### config.mk
export PLATFORM = sky130hd
export DESIGN_NAME = stk_pipe_dl
export DESIGN_NICKNAME = d
export VERILOG_FILES = /design/src/rtl/stk_pipe_dl.sv
export SDC_FILE = /design/constraint.sdc
export NUM_CORES = 1
export LEC_CHECK = 0
export CAP_MARGIN = 20
export CORE_ASPECT_RATIO = 1.5
export CORE_MARGIN = 5
export CORE_UTILIZATION = 55
export DETAILED_ROUTE_END_ITERATION = 12
export PLACE_DENSITY = 0.85
export SYNTH_ARGS = -nofsm -noshare
export SYNTH_HDL_FRONTEND = slang
export SYNTH_SLANG_ARGS = --single-unit
### constraint.sdc
create_clock -name clk -period 9.65 [get_ports clk]
set_input_delay 1.4475 -clock clk [delete_from_list [all_inputs] [get_ports clk]]
set_output_delay 1.4475 -clock clk [all_outputs]
set_load 0.01 [all_outputs]
### src/rtl/stk_pipe_dl.sv
// Dealloc front-end: buffers freed descriptor pointers and issues them to the allocator.
// Define STK_PIPE_DL_BYPASS_EN to forward a pointer straight through when the FIFO is empty.
package stk_pkg;
  localparam int PTR_W = 8;
endpackage

module stk_pipe_dl #(
  parameter int DEPTH_N = 4,
  parameter int PTR_W   = stk_pkg::PTR_W,
  parameter int CNT_W   = 16
) (
  input  logic             clk,
  input  logic             rst,
  input  logic             i_rt_vld,
  input  logic [PTR_W-1:0] i_rt_ptr,
  output logic             o_rt_rdy,
  input  logic             i_al_busy,
  input  logic             i_ad_alloc,
  output logic             o_dealloc_vld,
  output logic [PTR_W-1:0] o_dealloc_ptr,
  output logic [CNT_W-1:0] o_inflight_r,
  output logic             o_empty_r,
  output logic             o_err_r
);

  localparam int AW = $clog2(DEPTH_N);
  localparam logic [AW:0] FULL = (AW+1)'(DEPTH_N);

  logic [PTR_W-1:0] mem_q [DEPTH_N];
  logic [AW-1:0]    wr_q, wr_d;
  logic [AW-1:0]    rd_q, rd_d;
  logic [AW:0]      occ_q, occ_d;
  logic             rdy_q, rdy_d;
  logic             empty_q, empty_d;
  logic [CNT_W-1:0] cnt_q, cnt_d;
  logic             err_q, err_d;
  logic             byp, pop, push;

`ifdef STK_PIPE_DL_BYPASS_EN
  assign byp = empty_q & ~i_al_busy & i_rt_vld;
`else
  assign byp = 1'b0;
`endif

  assign pop  = ~empty_q & ~i_al_busy;
  assign push = i_rt_vld & rdy_q & ~byp;

  assign o_dealloc_vld = pop | byp;
  assign o_dealloc_ptr = byp ? i_rt_ptr : mem_q[rd_q];
  assign o_rt_rdy      = rdy_q;
  assign o_empty_r     = empty_q;
  assign o_inflight_r  = cnt_q;
  assign o_err_r       = err_q;

  always_comb begin
    wr_d  = wr_q;
    rd_d  = rd_q;
    occ_d = occ_q;
    if (push) wr_d = wr_q + AW'(1);
    if (pop)  rd_d = rd_q + AW'(1);
    unique case ({push, pop})
      2'b10:   occ_d = occ_q + (AW+1)'(1);
      2'b01:   occ_d = occ_q - (AW+1)'(1);
      default: occ_d = occ_q;
    endcase
    rdy_d   = (occ_d != FULL);
    empty_d = (occ_d == '0);
  end

  // Saturating outstanding count; any clamp is a sticky error.
  always_comb begin
    cnt_d = cnt_q;
    err_d = err_q;
    unique case ({i_ad_alloc, o_dealloc_vld})
      2'b10: begin
        if (&cnt_q) err_d = 1'b1;
        else        cnt_d = cnt_q + CNT_W'(1);
      end
      2'b01: begin
        if (cnt_q == '0) err_d = 1'b1;
        else             cnt_d = cnt_q - CNT_W'(1);
      end
      default: cnt_d = cnt_q;
    endcase
  end

  always_ff @(posedge clk) begin
    if (push) mem_q[wr_q] <= i_rt_ptr;
  end

  always_ff @(posedge clk) begin
    if (rst) begin
      wr_q    <= '0;
      rd_q    <= '0;
      occ_q   <= '0;
      rdy_q   <= 1'b1;
      empty_q <= 1'b1;
      cnt_q   <= '0;
      err_q   <= 1'b0;
    end else begin
      wr_q    <= wr_d;
      rd_q    <= rd_d;
      occ_q   <= occ_d;
      rdy_q   <= rdy_d;
      empty_q <= empty_d;
      cnt_q   <= cnt_d;
      err_q   <= err_d;
    end
  end

endmodule

==> run metrics <==
post-DP HPWL=5160 µm; Hold Crit Endpoint=occ_q[1]$_SDFF_PP0_; Die Y=106 µm; Final Cycle Share=45.1%; io pins=41; Cells on Worst Hold Path=2; Clk network pwr share=27.6%; initial core utilization=57.1%; share of cell area taken by muxes after synthesis=6.35%; Slew @ Worst Pin=712 ps; post-synthesis xor/xnor area fraction=5.23%; CP max FO=36; Peak VDD IR=0.000112 V; R2R depth=10; Synth Area in Adders=3.96%; crit path max-delay cell type=clkdlybuf4s50_1; synthesized area=0.00335 mm²; root buffer cell=clkbuf_8; PostCTS Resize Cnt=0; Reg2Reg Launch Point=o_empty_r$_SDFF_PP1_; worst setup margin=5300 ps; Period minus WS final=4350 ps; Fillers=461; CTS tree=done; DR WL/cell=16.8 µm; register area share after synthesis=45.4%; Critical Path Source Type=input pin; Power Density=218 mW/mm²; via count=2540; Die Area=0.00778 mm²; unrepaired setup endpoints after global routing=false; area delta synth->final=16.6%; htree depth=3; CTS Hold Buffers Added=0; Via density=5.98; simple-gate area share of the yosys netlist=18.0%; NetSw=0.271 mW; r2r setup slk=6500 ps; # DRC=0; count of cell types in the netlist=69; first-pass GRT wire length=11700 µm; hold crit path type=flip-flop to flip-flop; Hold Startpoint=occ_q[1]$_SDFF_PP0_; Setup CP Type=input pin to flip-flop; routability cong.=0.922; Clk pin slew, worst setup/hold paths=70 ps; syn_nets=343; initial antenna violation count=0; r2r endpoint=o_inflight_r[15]$_SDFFE_PP0P_; combinational share of power=31.3%; Final setup viols=0; CP Capture Type=flip-flop; width of the die=73.7 µm; Synth Flop Type=edfxtp_1; Rel. slew slack=52.4%; FMAX=230 MHz; ANT cells=0; EDFF count, synth=32; crit-path cells=clkdlybuf4s50_1 -> nor2_1 -> ha_1 -> buf_4 -> inv_1 -> a32oi_1 -> o32ai_2 -> a2bb2oi_2 -> o211ai_1 -> a21boi_1 -> mux2_1; GRT Total Usage=19.5%; total gr overflow=0; Leakage=1.31 nW; switch share=31.8%; final wirelength=7140 µm; synthesized instance count=320; count of final max-slew check failures=0; clk_skew=11.4 ps; syn_area_per_cell=10.5 µm²; Sequential Power Share=41.0%; complex-gate fraction of the synthesized area=15.3%; CTS Buf Count=9; FFs w/ async S/R, synth=0%; Placed Instances=409; status=completed; pre-CTS setup slack=4960 ps; Syn. warnings=0; Clock Sinks=60; critical path required time=9870 ps; core area=0.00587 mm²; Routed Antenna Nets=0; total negative slack=0 ps; PortBufs=40; row cnt=34; crit path DAT=4580 ps; Worst path max stage delay=400 ps; Pint=0.582 mW; share of cells above drive strength 1=11.0%; final hold violation count=0; 1st-pass router iterations=5; vias in the first global route=2472; largest family of logic cells by synthesized area=simple AND/OR/NAND/NOR gates; fin cells=425; pin count of the biggest net entering global routing=37; Clock Latency Late Sink=330 ps; Max clock buf depth=2; post-CTS setup buffer count=0; # nets final=371; Yosys reg bits=60; # Max-Cap Violations=0; Initial DRC Count=138
-- final cells by class --
cell class | instances | area [µm²] | area share [%]
Sequential cell | 60 | 1520 | 38.9
Clock inverter | 5 | 76.3 | 1.95
Clock buffer | 11 | 131 | 3.36
Timing Repair Buffer | 42 | 415 | 10.6
Multi-Input combinational cell | 225 | 1630 | 41.8
Inverter | 10 | 37.5 | 0.961
Tap cell | 72 | 90.1 | 2.31
-- cells by family (layout without fill, tap and decap cells) --
family,after synthesis,after routing
AOI/OAI and AO/OA,69,69
adders and majority gates,10,10
xor gates and xnor gates,20,20
DFF,60,60
buffers and inverters,35,68
muxes,11,11
and+or+nand+nor,115,115
-- cells in the final DEF (no fill, tap or decap), types with 2 or more instances in the layout --
| cell type | netlist | layout |
|---|---|---|
| a21oi_1 | 22 | 22 |
| a22oi_1 | 2 | 2 |
| a31oi_2 | 3 | 3 |
| a41oi_1 | 2 | 2 |
| and2_0 | 2 | 2 |
| and3_1 | 8 | 8 |
| buf_4 | 3 | 2 |
| bufinv_16 | 0 | 2 |
| clkbuf_1 | 3 | 2 |
| clkbuf_8 | 0 | 9 |
| clkdlybuf4s50_1 | 0 | 40 |
| dfxtp_1 | 28 | 28 |
| edfxtp_1 | 32 | 32 |
| ha_1 | 9 | 9 |
| inv_1 | 10 | 10 |
| mux2_1 | 2 | 2 |
| mux4_2 | 8 | 8 |
| nand2_1 | 17 | 17 |
| nand2b_1 | 4 | 4 |
| nand3_1 | 4 | 4 |
| nand4_1 | 4 | 4 |
| nor2_1 | 38 | 38 |
| nor2b_1 | 3 | 3 |
| nor3_1 | 5 | 5 |
| nor3b_1 | 2 | 2 |
| nor4_1 | 6 | 6 |
| o21ai_0 | 11 | 11 |
| o22ai_1 | 4 | 4 |
| or3_1 | 11 | 11 |
| xnor2_1 | 13 | 13 |
| xor2_1 | 7 | 7 |
-- synthesized netlist by cell type, types with 2 or more instances --
cell	count	share of area, %
nand2b_1	4	0.75
a21oi_1	22	3.3
o21ai_0	11	1.6
ha_1	9	3.4
dfxtp_1	28	17
edfxtp_1	32	29
nor2_1	38	4.3
nor2b_1	3	0.56
nor3_1	5	0.75
nand2_1	17	1.9
clkbuf_1	3	0.34
a31oi_2	3	1.1
and3_1	8	1.5
nor3b_1	2	0.45
nand4_1	4	0.75
buf_1	3	0.34
xnor2_1	13	3.4
nor4_1	6	1.1
mux4_2	8	5.4
xor2_1	7	1.8
inv_1	10	1.1
and2_0	2	0.37
mux2_1	2	0.67
a41oi_1	2	0.52
or3_1	11	2.1
buf_4	3	0.67
a22oi_1	2	0.45
o22ai_1	4	0.75
nand3_1	4	0.60
buf_6	5	1.7
buf_2	11	1.6
-- power by group through the flow --
stage	Combinational [mW]	Sequential [mW]	Clock, mW
after floorplan	0.205	0.331	0
after global placement	0.260	0.352	0
after detailed placement	0.268	0.354	0
after CTS	0.270	0.349	0.242
after global routing	0.294	0.356	0.253
final	0.267	0.350	0.236
-- worst max-delay path by stage --
stage	startpoint	to	slack [ps]
CTS	i_al_busy	o_inflight_r[15]$_SDFFE_PP0P_	5310
floorplan	i_al_busy	o_inflight_r[12]$_SDFFE_PP0P_	5270
global placement	i_al_busy	o_inflight_r[15]$_SDFFE_PP0P_	5040
global route	i_al_busy	o_inflight_r[15]$_SDFFE_PP0P_	5040
detailed placement	i_al_busy	o_inflight_r[15]$_SDFFE_PP0P_	4960
finish	i_al_busy	o_inflight_r[15]$_SDFFE_PP0P_	5300
-- layer usage --
| metal | wire (µm) | up-vias | part of all wire (%) | global-route usage (%) |
|---|---|---|---|---|
| li1 | - | 1227 | - | - |
| met1 | 2640 | 1198 | 37 | 22.0 |
| met2 | 3950 | 101 | 55 | 34.1 |
| met3 | 437 | 14 | 6.1 | 3.52 |
| met4 | 110 | 0 | 1.5 | 9.33 |
| met5 | 0 | - | 0 | 0 |
-- through the flow --
stage,util [%],power [mW],area (µm²),hold WS (ps)
finish,66.5,0.853,3910,500
floorplan,-,0.536,3350,454
global placement,63.0,0.612,3700,472
global route,66.5,0.903,3910,534
CTS,66.5,0.862,3910,503
detailed placement,63.0,0.622,3700,484
-- critical path, delay by kind of cell --
kind / cells / cell delay, ps
and+or+nand+nor: 1 / 380
AOI/OAI and AO/OA: 5 / 1050
muxes: 1 / 320
buffers and inverters: 3 / 1130
adders and majority gates: 1 / 240
-- state kept, by name, summed over array words and instances, names as in the netlist, named ones only --
signal,flops
o_err_r,1
rd_q,2
mem_q,32
occ_q,3
o_empty_r,1
o_inflight_r,16
o_rt_rdy,1
wr_q,2
Power figures use the tool's default switching activity.
